File: src/rtl/dpram_fifo_ctrl.sv
// FIFO controller around an external 1-cycle-read dual-port RAM.
// A 2-entry output buffer absorbs read latency so streaming runs bubble-free.
module dpram_fifo_ctrl #(
  parameter int DATA_WIDTH = 8,
  parameter int ADDR_WIDTH = 4
) (
  input  logic                  clk,
  input  logic                  rst_n,
  input  logic                  s_valid,
  output logic                  s_ready,
  input  logic [DATA_WIDTH-1:0] s_data,
  output logic                  m_valid,
  input  logic                  m_ready,
  output logic [DATA_WIDTH-1:0] m_data,
  output logic [ADDR_WIDTH+1:0] count,
  output logic                  full,
  output logic                  empty,
  output logic                  ram_we_a,
  output logic [ADDR_WIDTH-1:0] ram_addr_a,
  output logic [DATA_WIDTH-1:0] ram_din_a,
  output logic                  ram_we_b,
  output logic [ADDR_WIDTH-1:0] ram_addr_b,
  input  logic [DATA_WIDTH-1:0] ram_dout_b
);

  localparam logic [ADDR_WIDTH:0] L_DEPTH =
    {1'b1, {ADDR_WIDTH{1'b0}}};

  logic [ADDR_WIDTH-1:0] r_wr_ptr;
  logic [ADDR_WIDTH-1:0] r_rd_ptr;
  logic [ADDR_WIDTH:0]   r_ram_cnt;
  logic                  r_inflight;
  logic [1:0]            r_ob_cnt;
  logic [DATA_WIDTH-1:0] r_ob0;
  logic [DATA_WIDTH-1:0] r_ob1;
  logic                  r_m_valid;

  logic                  w_wr;
  logic                  w_pop;
  logic                  w_issue;
  logic [1:0]            w_occ;
  logic [1:0]            w_ob_cnt_nx;
  logic [DATA_WIDTH-1:0] w_ob0_nx;
  logic [DATA_WIDTH-1:0] w_ob1_nx;
  logic [ADDR_WIDTH:0]   w_ram_cnt_nx;

  assign s_ready = rst_n && (r_ram_cnt < L_DEPTH);
  assign w_wr    = s_valid && s_ready;
  assign w_pop   = r_m_valid && m_ready;

  // Buffer slots still committed next cycle; never exceeds 2.
  assign w_occ   = r_ob_cnt + {1'b0, r_inflight} - {1'b0, w_pop};
  assign w_issue = (r_ram_cnt != '0) && (w_occ < 2'd2);

  assign ram_we_a   = w_wr;
  assign ram_addr_a = r_wr_ptr;
  assign ram_din_a  = s_data;
  assign ram_we_b   = 1'b0;
  assign ram_addr_b = r_rd_ptr;

  assign m_valid = r_m_valid;
  assign m_data  = r_ob0;
  assign count   = {1'b0, r_ram_cnt}
                 + {{(ADDR_WIDTH+1){1'b0}}, r_inflight}
                 + {{ADDR_WIDTH{1'b0}}, r_ob_cnt};
  assign full    = !s_ready;
  assign empty   = (count == '0);

  always_comb begin
    w_ram_cnt_nx = r_ram_cnt;
    unique case ({w_wr, w_issue})
      2'b10:   w_ram_cnt_nx = r_ram_cnt + (ADDR_WIDTH+1)'(1);
      2'b01:   w_ram_cnt_nx = r_ram_cnt - (ADDR_WIDTH+1)'(1);
      default: w_ram_cnt_nx = r_ram_cnt;
    endcase
  end

  always_comb begin
    w_ob0_nx    = r_ob0;
    w_ob1_nx    = r_ob1;
    w_ob_cnt_nx = r_ob_cnt;
    unique case ({r_inflight, w_pop})
      2'b11: begin
        if (r_ob_cnt == 2'd2) begin
          w_ob0_nx = r_ob1;
          w_ob1_nx = ram_dout_b;
        end else begin
          w_ob0_nx = ram_dout_b;
        end
      end
      2'b10: begin
        if (r_ob_cnt == 2'd0) w_ob0_nx = ram_dout_b;
        else                  w_ob1_nx = ram_dout_b;
        w_ob_cnt_nx = r_ob_cnt + 2'd1;
      end
      2'b01: begin
        w_ob0_nx    = r_ob1;
        w_ob_cnt_nx = r_ob_cnt - 2'd1;
      end
      default: ;
    endcase
  end

  always_ff @(posedge clk) begin
    if (!rst_n) begin
      r_wr_ptr   <= '0;
      r_rd_ptr   <= '0;
      r_ram_cnt  <= '0;
      r_inflight <= 1'b0;
      r_ob_cnt   <= '0;
      r_ob0      <= '0;
      r_ob1      <= '0;
      r_m_valid  <= 1'b0;
    end else begin
      if (w_wr)    r_wr_ptr <= r_wr_ptr + ADDR_WIDTH'(1);
      if (w_issue) r_rd_ptr <= r_rd_ptr + ADDR_WIDTH'(1);
      r_ram_cnt  <= w_ram_cnt_nx;
      r_inflight <= w_issue;
      r_ob_cnt   <= w_ob_cnt_nx;
      r_ob0      <= w_ob0_nx;
      r_ob1      <= w_ob1_nx;
      r_m_valid  <= (w_ob_cnt_nx != 2'd0);
    end
  end

endmodule

File: config.mk
export PLATFORM = sky130hd
export DESIGN_NAME = dpram_fifo_ctrl
export DESIGN_NICKNAME = d
export VERILOG_FILES = /design/src/rtl/dpram_fifo_ctrl.sv
export SDC_FILE = /design/constraint.sdc
export NUM_CORES = 1
export LEC_CHECK = 0
export BUFFER_PORTS_ARGS = -buffer_cell sky130_fd_sc_hd__buf_4
export CORE_UTILIZATION = 40
export CTS_CLUSTER_SIZE = 10
export DETAILED_ROUTE_END_ITERATION = 16
export PLACE_DENSITY = 0.66
export REMOVE_ABC_BUFFERS = 1
export SLEW_MARGIN = 10
export SYNTH_ARGS = -nofsm -noshare
export SYNTH_HDL_FRONTEND = slang
export SYNTH_SLANG_ARGS = --single-unit
export TNS_END_PERCENT = 50
File: constraint.sdc
create_clock -name clk -period 7.4 [get_ports clk]
set_clock_uncertainty 0.05 [all_clocks]
set_input_delay 0.74 -clock clk [delete_from_list [all_inputs] [get_ports clk]]
set_output_delay 0.74 -clock clk [all_outputs]
set_load 0.005 [all_outputs]
==> results of run 1 <==
-- worst register-to-register path: cells and delay by family (launching register included) --
| family | cells | cell delay, ps |
|---|---|---|
| multiplexers | 1 | 80 |
| adder cells (fa/ha/maj) | 2 | 640 |
| AND/OR/NAND/NOR | 3 | 350 |
| flip-flops | 1 | 460 |
| XOR/XNOR | 2 | 650 |
| AO/OA/AOI/OAI | 3 | 420 |
-- how the worst max path moves through the flow --
stage | from | endpoint | cells past startpoint
finish | r_inflight | empty | 6
global route | r_inflight | empty | 6
CTS | r_inflight | empty | 6
detailed placement | m_ready | r_ram_cnt[4] | 13
global placement | m_ready | r_ram_cnt[4] | 13
floorplan | m_ready | r_ram_cnt[4] | 12
-- layout make-up --
class | count | area share, %
inverters | 13 | 2.362
repair buffers | 38 | 13.81
clock inverters | 1 | 0.2423
well taps | 50 | 3.028
clock buffers | 7 | 4.664
flip-flops and latches | 33 | 31.98
multi-input cells | 129 | 43.91
-- kinds of logic (layout without fill, tap and decap cells) --
kind of cell    count (synthesis)  after routing
simple gates                   52             52
compound gates                 34             34
flops                          33             33
buf+inv                        29             59
mux                            18             18
xor+xnor                       13             13
fa+ha+maj                      11             11
other cells                     1              1
-- sequential cells by signal, indices dropped and copies added, names as in the netlist --
register    cells
ram_addr_b      4
r_ram_cnt       5
ram_addr_a      4
m_valid         1
r_inflight      1
r_ob_cnt        2
r_ob1           8
m_data          8
-- where the power goes --
part / internal [uW] / switching, uW
Clock: 84.0 / 64.0
Combinational: 213 / 213
Sequential: 230 / 45.4
-- placed cells by master, fill, tap and decap left out, types with 2 or more instances in the layout --
master	n
sky130_fd_sc_hd__buf_4	38
sky130_fd_sc_hd__dfxtp_1	33
sky130_fd_sc_hd__nor2_1	24
sky130_fd_sc_hd__mux2i_1	18
sky130_fd_sc_hd__a21oi_1	17
sky130_fd_sc_hd__inv_1	13
sky130_fd_sc_hd__o21ai_0	10
sky130_fd_sc_hd__nand2_1	9
sky130_fd_sc_hd__xnor2_1	8
sky130_fd_sc_hd__ha_1	7
sky130_fd_sc_hd__clkbuf_8	7
sky130_fd_sc_hd__xor2_1	5
sky130_fd_sc_hd__nand2b_1	3
sky130_fd_sc_hd__o31ai_1	3
sky130_fd_sc_hd__fa_1	3
sky130_fd_sc_hd__or2_2	2
sky130_fd_sc_hd__nand3_1	2
sky130_fd_sc_hd__or4_1	2
-- layer usage --
metal / track usage [%] / vias to the layer above / wire length, um
li1: - / 689 / -
met1: 21.83 / 594 / 1612
met2: 21.29 / 44 / 1353
met3: 8.277 / 5 / 236
met4: 8.777 / 0 / 53
met5: 0 / - / 0
-- per-stage QoR --
step           instance area [sq um]  cells  utilization, %  total power, uW
6_report                        2066    271           50.91            849.7
5_1_grt                         2066    271           50.91            929.5
4_1_cts                         2066    271           50.91            857.7
3_5_place_dp                    1964    263           48.41            706.0
3_3_place_gp                    1964    263           48.41            703.1
2_1_floorplan                   1617    175               -            559.8
==> impl_results.md, run 1 <==
- Number of antenna violations at the first check in global routing: 0
- Gate count after technology mapping: approximately 190
- Mean Syn Cell Area: between 9 and 10 sq um
- Share of flip-flops with an asynchronous set or reset after synthesis: 0%
- Number of diodes added for antenna fixing: 0
- Largest stage delay on the critical path: about 460 ps
- Filler Cells Inserted: between 300 and 400
- Cell mode on critical path: sky130_fd_sc_hd__fa_1
- Die outline width: just under 70 um
- Die boundary height: about 68 um
- Final worst hold slack: 434.7 ps
- Total iterations of the first detailed-routing run: 4
- Register clock-pin slew on the reported worst setup and hold paths: approximately 70 ps
- Cell with the most instances after synthesis: sky130_fd_sc_hd__dfxtp_1
- Multi-input logic area: 907.1 sq um
- Required arrival time at the worst endpoint: between 6000 and 7000 ps
- Sequential fraction of the synthesis area: between 30 and 40%
- Site Rows: 23
- Number of buffers added to fix hold violations after cts: 0
- Number of nets in the layout: between 200 and 300
- Critical Path AT: roughly 2600 ps
- Dominant combinational cell family by area after synthesis: simple AND/OR/NAND/NOR gates
- Worst Hold End: ram_addr_b[3]
- RSZ-0062 raised after global routing: no
- Routed wire per std cell: around 12 um
- Synth Area in XOR/XNOR: about 6.6%
- Path category of the worst min-delay check: reg2reg
- Final-report hold violation count: 0
- Growth of design area from synthesis to finish: 20.16%
- Post-placement setup slack: 4207 ps
- Effective utilization at floorplan: about 42%
- Peak fanout along the critical path: 6
- Arithmetic-cell share of the synthesized area counting full adders, half adders and majority gates: around 9.2%
- Buffer depth of the longest clock path: 2
- Clock root cell: sky130_fd_sc_hd__clkbuf_8
- Hold-critical path depth: 2
- Actual slew at the worst max-slew pin: about 950 ps
- Kind of start point of the critical path: register
- Number of global-route vias before repair: 1131
- Via count: around 1300
- Cell taking the most area after synthesis: sky130_fd_sc_hd__dfxtp_1
- Global routing usage summed across all routing layers: between 15 and 20%
- Outcome: finished, final reports clean
- Synthesis Warnings: 0
- Final Cycle Share: ~45%
- Minimum setup slack among reg-to-reg paths: 4640 ps
- Worst slew margin: 36.99%
- Clock latency of the later-clocked register in the worst-skew pair: roughly 280 ps
- CTS HTree Levels: 2
- Number of DRC violations after detailed routing: 0
- Number of distinct library cells after synthesis: 36
- Cell breakdown of the critical path: inv_1 -> fa_1 -> fa_1 -> nand3b_1 -> a2111oi_0 -> buf_4
- VDD IR-drop max: about 0.22 mV
- Die area: 4564 sq um
- Post-synth EDFFs: 0
- Timing-limited maximum frequency: 0.2996 GHz
- Top cells by count, synth: sky130_fd_sc_hd__dfxtp_1 (33), sky130_fd_sc_hd__nor2_1 (24), sky130_fd_sc_hd__mux2i_1 (18), sky130_fd_sc_hd__a21oi_1 (17), sky130_fd_sc_hd__inv_1 (13)
- Minimum period implied by the final worst setup slack: between 3000 and 4000 ps
- Dpl hpwl: 2299 um
- Cell class contributing the biggest share of worst-path delay: adder cells
- Core box area: about 4100 sq um
- Antenna violation net count after detailed routing: 0
- # Max-Cap Violations: 0
- Hold path startpoint: ram_addr_b[3]
- Final RePlAce weighted congestion: 0.8254
- Kind of capture point of the worst setup path: primary output
- Library cell contributing the largest single delay on the critical path: sky130_fd_sc_hd__fa_1
- Fraction of layout instances using a drive strength above 1: 23.98%
- Fraction of synthesized area in multiplexers: 10.48%
- Top post-synthesis cells by area: sky130_fd_sc_hd__dfxtp_1 (38%), sky130_fd_sc_hd__mux2i_1 (10%), sky130_fd_sc_hd__nor2_1 (5.2%)
- Post-synthesis sequential element count: 33
- First-pass GRT wire length: about 5400 um
- Cells on worst reg2reg path: 11
- Wirelength, routed: between 3000 and 4000 um
- Vias per cell: a little under 5
- Final max-slew violation count: 0
- Clock tree from TritonCTS: yes
- Buf+Inv Stages, Crit Path: 2
- Leak pwr: around 0.00095 uW
- Reg-to-reg critical path startpoint: r_ob_cnt[0]
- Buffers inserted by post-CTS timing repair: 0
- Pwr per Cell Area: between 400 and 500 nW/um^2
- Initial DRC Count: 48
- IO Pins: 56
- Number of sinks handled by clock tree synthesis: 33
- Post-CTS sizing: 0
- Final setup violation count: 0
- Synth Area in Compound Gates: between 10% and 20%
- Pin count of the biggest net entering global routing: 22
- Area share of and/or/nand/nor cells after synthesis: roughly 15%
- Area of the mapped netlist: 1719 sq um
- Global route overflow: 0
- PnR worst setup slack: roughly 4000 ps
- Worst reg2reg endpoint: r_ram_cnt[4]
- Total CTS buffers: 5
- Fin Setup TNS: 0 ps
- Critical path type: reg2out
- Post-synth top area share: between 30% and 40%
- Area of all sequential standard cells: roughly 660 sq um
- Primary flip-flop cell chosen by synthesis mapping: sky130_fd_sc_hd__dfxtp_1
- Count of input and output buffers: 38
Note: power is estimated with default switching activity, not from simulation.
==> run 2: changes to the inputs <==
ABC_AREA = 1   (was unset)
PLACE_DENSITY = 0.65   (was 0.66)
clock period = 3.5 ns   (was 7.4 ns; I/O delays follow)
==> impl_results.md, run 2 <==
- Psw: 945.3 uW
- Gate count after technology mapping: just under 300
- Count of input and output buffers: 38
- Number of diodes added for antenna fixing: 0
- Final Cycle Share: between 80% and 90%
- Total CTS buffers: 5
- Core box area: just under 5000 sq um
- Portion of total power attributed to sequential cells: a little under 30%
- IO Pins: 56
- Buf+Inv Stages, Crit Path: 2
- Outcome: finished, final reports clean
- Buffer depth of the longest clock path: 2
- Global route overflow: 0
- Leading cell type in the layout, fill and taps excluded: sky130_fd_sc_hd__nand2_1
- Routed wire per std cell: between 10 and 15 um
- Reg-to-reg critical path startpoint: m_valid
- Required arrival time at the worst endpoint: 3100 ps
- Pin count of the biggest net entering global routing: 28
- Final-report hold violation count: 0
- Leak pwr: between 0.001 and 0.0015 uW
- Clock root cell: sky130_fd_sc_hd__clkbuf_8
- Most used cells in the layout excluding fill and tap cells: sky130_fd_sc_hd__nand2_1 (57), sky130_fd_sc_hd__inv_1 (56), sky130_fd_sc_hd__buf_4 (38)
- Post-synth EDFFs: 0
- Beginning of the critical path: r_inflight
- Final RePlAce weighted congestion: roughly 0.81
- Number of distinct library cells after synthesis: 27
- Site Rows: 25
- Antenna violation net count after detailed routing: 0
- Kind of capture point of the worst setup path: primary output
- First-pass GRT wire length: between 7000 and 8000 um
- Number of global-route vias before repair: roughly 1700
- Peak fanout along the critical path: 11
- RSZ-0062 raised after global routing: no
- Cell taking the most area after synthesis: sky130_fd_sc_hd__dfxtp_1
- Clock latency of the later-clocked register in the worst-skew pair: about 280 ps
- Share of flip-flops with an asynchronous set or reset after synthesis: 0%
- Cell breakdown of the critical path: inv_2 -> fa_1 -> fa_1 -> nand3b_1 -> xor2_1 -> nand3b_1 -> nor2_1 -> buf_4
- Top post-synthesis cells by area: sky130_fd_sc_hd__dfxtp_1 (32%), sky130_fd_sc_hd__nand2_1 (10%), sky130_fd_sc_hd__inv_1 (10%)
- Hold path startpoint: ram_dout_b[6]
- Fin Setup TNS: 0 ps
- Buffers inserted by post-CTS timing repair: 0
- Number of sinks handled by clock tree synthesis: 33
- Final max-slew violation count: 0
- Number of buffers added to fix hold violations after cts: 0
- Fraction of layout instances using a drive strength above 1: a little under a fifth
- Post-route standard cell area excluding fillers: around 2400 sq um
- Switching share of power: a little under half
- Number of nets in the layout: around 350
- Multi-input logic area: 1032 sq um
- Logic pwr share: a little under three fifths
- Die area: 5433 sq um
- Post-detailed-placement cell area: between 2000 and 2500 sq um
- Area of all sequential standard cells: 660.6 sq um
- Library cell contributing the largest single delay on the critical path: sky130_fd_sc_hd__dfxtp_1
- Post-synth top area share: 32.12%
- Number of antenna violations at the first check in global routing: 0
- CTS HTree Levels: 2
- Clock tree from TritonCTS: yes
- Count of placed standard cells including taps: between 300 and 400
- Final setup violation count: 0
- Wirelength, routed: between 4000 and 5000 um
- Effective utilization at floorplan: 42.43%
- Via count: ~1900
- Top cells by count, synth: sky130_fd_sc_hd__nand2_1 (57), sky130_fd_sc_hd__inv_1 (56), sky130_fd_sc_hd__dfxtp_1 (33), sky130_fd_sc_hd__o21ai_0 (28), sky130_fd_sc_hd__nor2_1 (23)
- Number of cells in the finished layout apart from fillers: between 300 and 400
- Post-CTS sizing: 0
- Vias per cell: about 4.8
- Area of the mapped netlist: 2057 sq um
- Mean Syn Cell Area: around 7 sq um
- Number of DRC violations after detailed routing: 0
- Post-synthesis sequential element count: 33
- Initial DRC Count: 94
- Die outline width: approximately 74 um
- Internal cell power: 1140 uW
- Minimum period implied by the final worst setup slack: approximately 2900 ps
- Pwr per Cell Area: 880.1 nW/um^2
- Path category of the worst min-delay check: in2reg
- Timing-limited maximum frequency: roughly 0.34 GHz
- Cell class contributing the biggest share of worst-path delay: adder cells
- Die boundary height: between 70 and 80 um
- Kind of start point of the critical path: register
- Critical Path AT: about 2600 ps
- Global routing usage summed across all routing layers: 17.38%
- Filler Cells Inserted: a little over 500
- # Max-Cap Violations: 0
- Total iterations of the first detailed-routing run: 4
- Sequential fraction of the synthesis area: about 32%
- Critical path type: reg2out
- Fraction of power consumed by the clock network: 13.7%
- Cell with the most instances after synthesis: sky130_fd_sc_hd__nand2_1
- VDD IR-drop max: 0.3614 mV
- Register clock-pin slew on the reported worst setup and hold paths: ~80 ps
- Largest stage delay on the critical path: around 570 ps
- Primary flip-flop cell chosen by synthesis mapping: sky130_fd_sc_hd__dfxtp_1
- Final worst hold slack: around 300 ps
- Dpl hpwl: approximately 3200 um
- Synthesis Warnings: 0
- Growth of design area from synthesis to finish: 15.21%
==> run 2: cell count changes in the layout (fill, tap and decap cells not counted), moves of 8 or more <==
cell,before,now
sky130_fd_sc_hd__nand2_1,9,57
sky130_fd_sc_hd__inv_1,13,56
sky130_fd_sc_hd__nand3_1,2,22
sky130_fd_sc_hd__mux2i_1,18,0
sky130_fd_sc_hd__o21ai_0,10,28
sky130_fd_sc_hd__o2111ai_1,0,8
==> run 2: path summary, 6_finish.rpt <==
| kind | depth (start not counted) | slack, ps | to |
|---|---|---|---|
| worst max-delay path | 8 | 550 | empty |
| worst min-delay path | 3 | 300 | r_ob1[6] |
| worst max register to register | 16 | 790 | r_ram_cnt[4] |
| worst min register to register | 1 | 410 | ram_addr_a[3] |
==> run 2: cell families after synthesis <==
kind of cell / synth area share (%)
other: 0.1823
adder cells (fa/ha/maj): 7.178
XOR/XNOR: 2.555
AND/OR/NAND/NOR: 24.27
AO/OA/AOI/OAI: 16.00
flip-flops: 32.12
buffers and inverters: 17.70
==> run 2: per-layer routing <==
metal  up-vias  share of wire (%)  track usage [%]
met2        52                 47            29.36
met4         0               0.98            4.487
met5         -                  0                0
met3         5                5.5            4.801
li1        976                  -                -
met1       834                 46            21.71
==> run 2: worst reg2reg max path: cells and delay by family, from the launching register on <==
family,cells,cell delay (ps)
simple gates,12,1390
buf+inv,2,170
flops,1,400
fa+ha+maj,2,640
==> run 2: cell type report <==
type | instances | share of cell area [%]
clock buffers | 5 | 2.904
clock inverters | 3 | 0.7392
inverters | 59 | 9.345
multi-input cells | 185 | 43.56
flip-flops and latches | 33 | 27.88
well taps | 67 | 3.537
repair buffers | 38 | 12.04
==> run 2: per-stage QoR <==
stage	power (uW)	setup WS, ps	util (%)
5_1_grt	2312	406.6	48.88
3_5_place_dp	1815	687.5	47.10
6_report	2086	551.1	48.88
2_1_floorplan	1408	1109	-
3_3_place_gp	1795	802.1	47.10
4_1_cts	2108	529.7	48.88
==> run 2: power groups by stage <==
stage,combinational (uW),clock [uW],sequential (uW)
after global routing,1360,315,639
after detailed placement,1190,0,630
after floorplan,797,0,610
final,1180,285,621
after global placement,1170,0,627
after CTS,1190,295,622
==> run 3: changes to the inputs <==
ABC_AREA = 0   (was 1)
PLACE_DENSITY = 0.66   (was 0.65)
clock period = 2.85 ns   (was 3.5 ns; I/O delays follow)
==> impl_results.md, run 3 (same netlist as run 1, synthesis figures left out) <==
- Outcome: finished, final reports clean
- Largest stage delay on the critical path: 480 ps
- Wirelength, routed: ~3400 um
- Final-report hold violation count: 0
- # Max-Cap Violations: 0
- Number of sinks handled by clock tree synthesis: 33
- Clock tree from TritonCTS: yes
- Final max-slew violation count: 0
- Critical path type: reg2out
- Routed wire per std cell: 12.29 um
- Buffer depth of the longest clock path: 2
- Kind of capture point of the worst setup path: primary output
- Pin count of the biggest net entering global routing: 17
- Clock root cell: sky130_fd_sc_hd__clkbuf_8
- Initial DRC Count: 64
- IO Pins: 56
- Growth of design area from synthesis to finish: 21.62%
- Number of buffers added to fix hold violations after cts: 0
- Final RePlAce weighted congestion: roughly 0.73
- Total iterations of the first detailed-routing run: 4
- Peak fanout along the critical path: 4
- Number of cells in the finished layout apart from fillers: approximately 280
- Most used cells in the layout excluding fill and tap cells: sky130_fd_sc_hd__buf_4 (42), sky130_fd_sc_hd__dfxtp_1 (32), sky130_fd_sc_hd__nor2_1 (24)
- Antenna violation net count after detailed routing: 0
- Required arrival time at the worst endpoint: approximately 2500 ps
- Worst slew margin: 65.49%
- Final Cycle Share: a little over nine tenths
- Number of nets in the layout: ~250
- Number of global-route vias before repair: about 1300
- Die boundary height: around 68 um
- Hold path startpoint: ram_dout_b[3]
- Actual slew at the worst max-slew pin: 517.6 ps
- Reg-to-reg critical path startpoint: m_valid
- Cell class contributing the biggest share of worst-path delay: adder cells
- CTS HTree Levels: 2
- First-pass GRT wire length: 5485 um
- Pwr per Cell Area: about 1100 nW/um^2
- Path category of the worst min-delay check: in2reg
- Fraction of layout instances using a drive strength above 1: about a quarter
- Critical Path AT: 2400 ps
- Number of diodes added for antenna fixing: 0
- Total CTS buffers: 5
- Fraction of power consumed by the clock network: roughly 15%
- Die outline width: around 68 um
- Global route overflow: 0
- Count of input and output buffers: 38
- Kind of start point of the critical path: register
- Dpl hpwl: roughly 2400 um
- Library cell contributing the largest single delay on the critical path: sky130_fd_sc_hd__fa_1
- Global routing usage summed across all routing layers: ~16%
- Psw: about 870 uW
- Register clock-pin slew on the reported worst setup and hold paths: 70 ps
- Filler Cells Inserted: about 380
- Hold-critical path depth: 3
- Portion of total power attributed to sequential cells: 32.0%
- Leading cell type in the layout, fill and taps excluded: sky130_fd_sc_hd__buf_4
- Via count: about 1300
- Cell breakdown of the critical path: inv_1 -> fa_1 -> fa_2 -> nand3b_1 -> a2111oi_2 -> buf_4
- Buf+Inv Stages, Crit Path: 2
- Effective utilization at floorplan: roughly 42%
- Final setup violation count: 0
- Beginning of the critical path: r_ram_cnt[0]
- Fin Setup TNS: 0 ps
- Die area: approximately 4600 sq um
- Number of DRC violations after detailed routing: 0
- Count of placed standard cells including taps: around 270
- Vias per cell: a little under 5
- Worst Hold End: r_ob1[3]
- Internal cell power: ~1400 uW
- Core box area: just over 4000 sq um
- Minimum setup slack among reg-to-reg paths: 310 ps
- Minimum period implied by the final worst setup slack: around 2700 ps
- Site Rows: 23
- Worst reg2reg endpoint: r_ram_cnt[4]
- Number of antenna violations at the first check in global routing: 0
- Switching share of power: between 30% and 40%
- RSZ-0062 raised after global routing: no
- Clock latency of the later-clocked register in the worst-skew pair: approximately 280 ps
- Logic pwr share: roughly 53%
- Leak pwr: 0.0009604 uW
- Cells on worst reg2reg path: 12
- Timing-limited maximum frequency: between 0.3 and 0.4 GHz
- VDD IR-drop max: roughly 0.47 mV
## run 3: cell types whose count changed in the layout (fill, tap and decap cells not counted), sizes merged, moves of 4 or more
cell,previous run,this run
nand2,61,9
inv,59,13
o21ai,33,10
nand3,24,2
mux2i,0,18
o2111ai,8,0
xnor2,2,8
buf,38,42
## run 3: metrics by stage
stage                     hold WS, ps  setup slack, ps  utilization (%)  cell area, sq um  power, uW
after CTS                       185.5            66.16            51.40              2086       2245
after global routing            197.1            12.76            51.53              2091       2435
final                           196.3            119.3            51.53              2091       2236
after global placement          418.9            313.8            49.15              1994       1864
after floorplan                 373.1            383.7                -              1617       1454
after detailed placement        426.7            233.0            49.15              1994       1874
## run 3: metal layers
metal	wire length [um]	part of all wire [%]	global-route usage (%)
met5	0	0	0
met4	57	1.7	7.181
met3	221	6.5	7.432
met2	1507	45	24.88
met1	1594	47	19.61
## run 3: layout make-up
class                      count  area, sq um  share of cell area (%)
timing repair buffer          42        315.3                   15.08
multi-input combinational    129        915.9                   43.81
clock buffer                   5        68.82                   3.291
sequential                    33        661.9                   31.66
tap                           50        62.56                   2.992
clock inverter                 3        17.52                  0.8378
inverter                      13        48.80                   2.334
## run 3: repair_timing
item                                    4_1_cts  5_1_grt
buffers inserted                              0        0
endpoints found under the setup margin        1        1
gates resized for setup                       3        1
## run 3: worst register-to-register path: stages, from the launching register on
cell and delay, ps:
sky130_fd_sc_hd__dfxtp_1 330, sky130_fd_sc_hd__nand2_1 170, sky130_fd_sc_hd__mux2i_1 240, sky130_fd_sc_hd__xnor2_1 100, sky130_fd_sc_hd__nor2_1 120, sky130_fd_sc_hd__ha_1 270
sky130_fd_sc_hd__inv_1 80, sky130_fd_sc_hd__fa_1 390, sky130_fd_sc_hd__nand2b_1 160, sky130_fd_sc_hd__a21oi_1 170, sky130_fd_sc_hd__xnor2_1 110, sky130_fd_sc_hd__o211ai_1 170
sky130_fd_sc_hd__o31ai_1 90
## run 3: power groups by stage
stage,clock (uW),sequential (uW),combinational (uW)
6_report,342,714,1180
5_1_grt,373,737,1330
4_1_cts,355,716,1170
3_5_place_dp,0,720,1150
3_3_place_gp,0,721,1140
2_1_floorplan,0,707,746
## run 3: how the worst max path moves through the flow
stage,slack (ps),end,cells after the start
6_report,120,empty,6
5_1_grt,10,empty,6
4_1_cts,70,empty,6
3_5_place_dp,230,r_ram_cnt[4],13
3_3_place_gp,310,r_ram_cnt[4],13
2_1_floorplan,380,r_ram_cnt[4],12
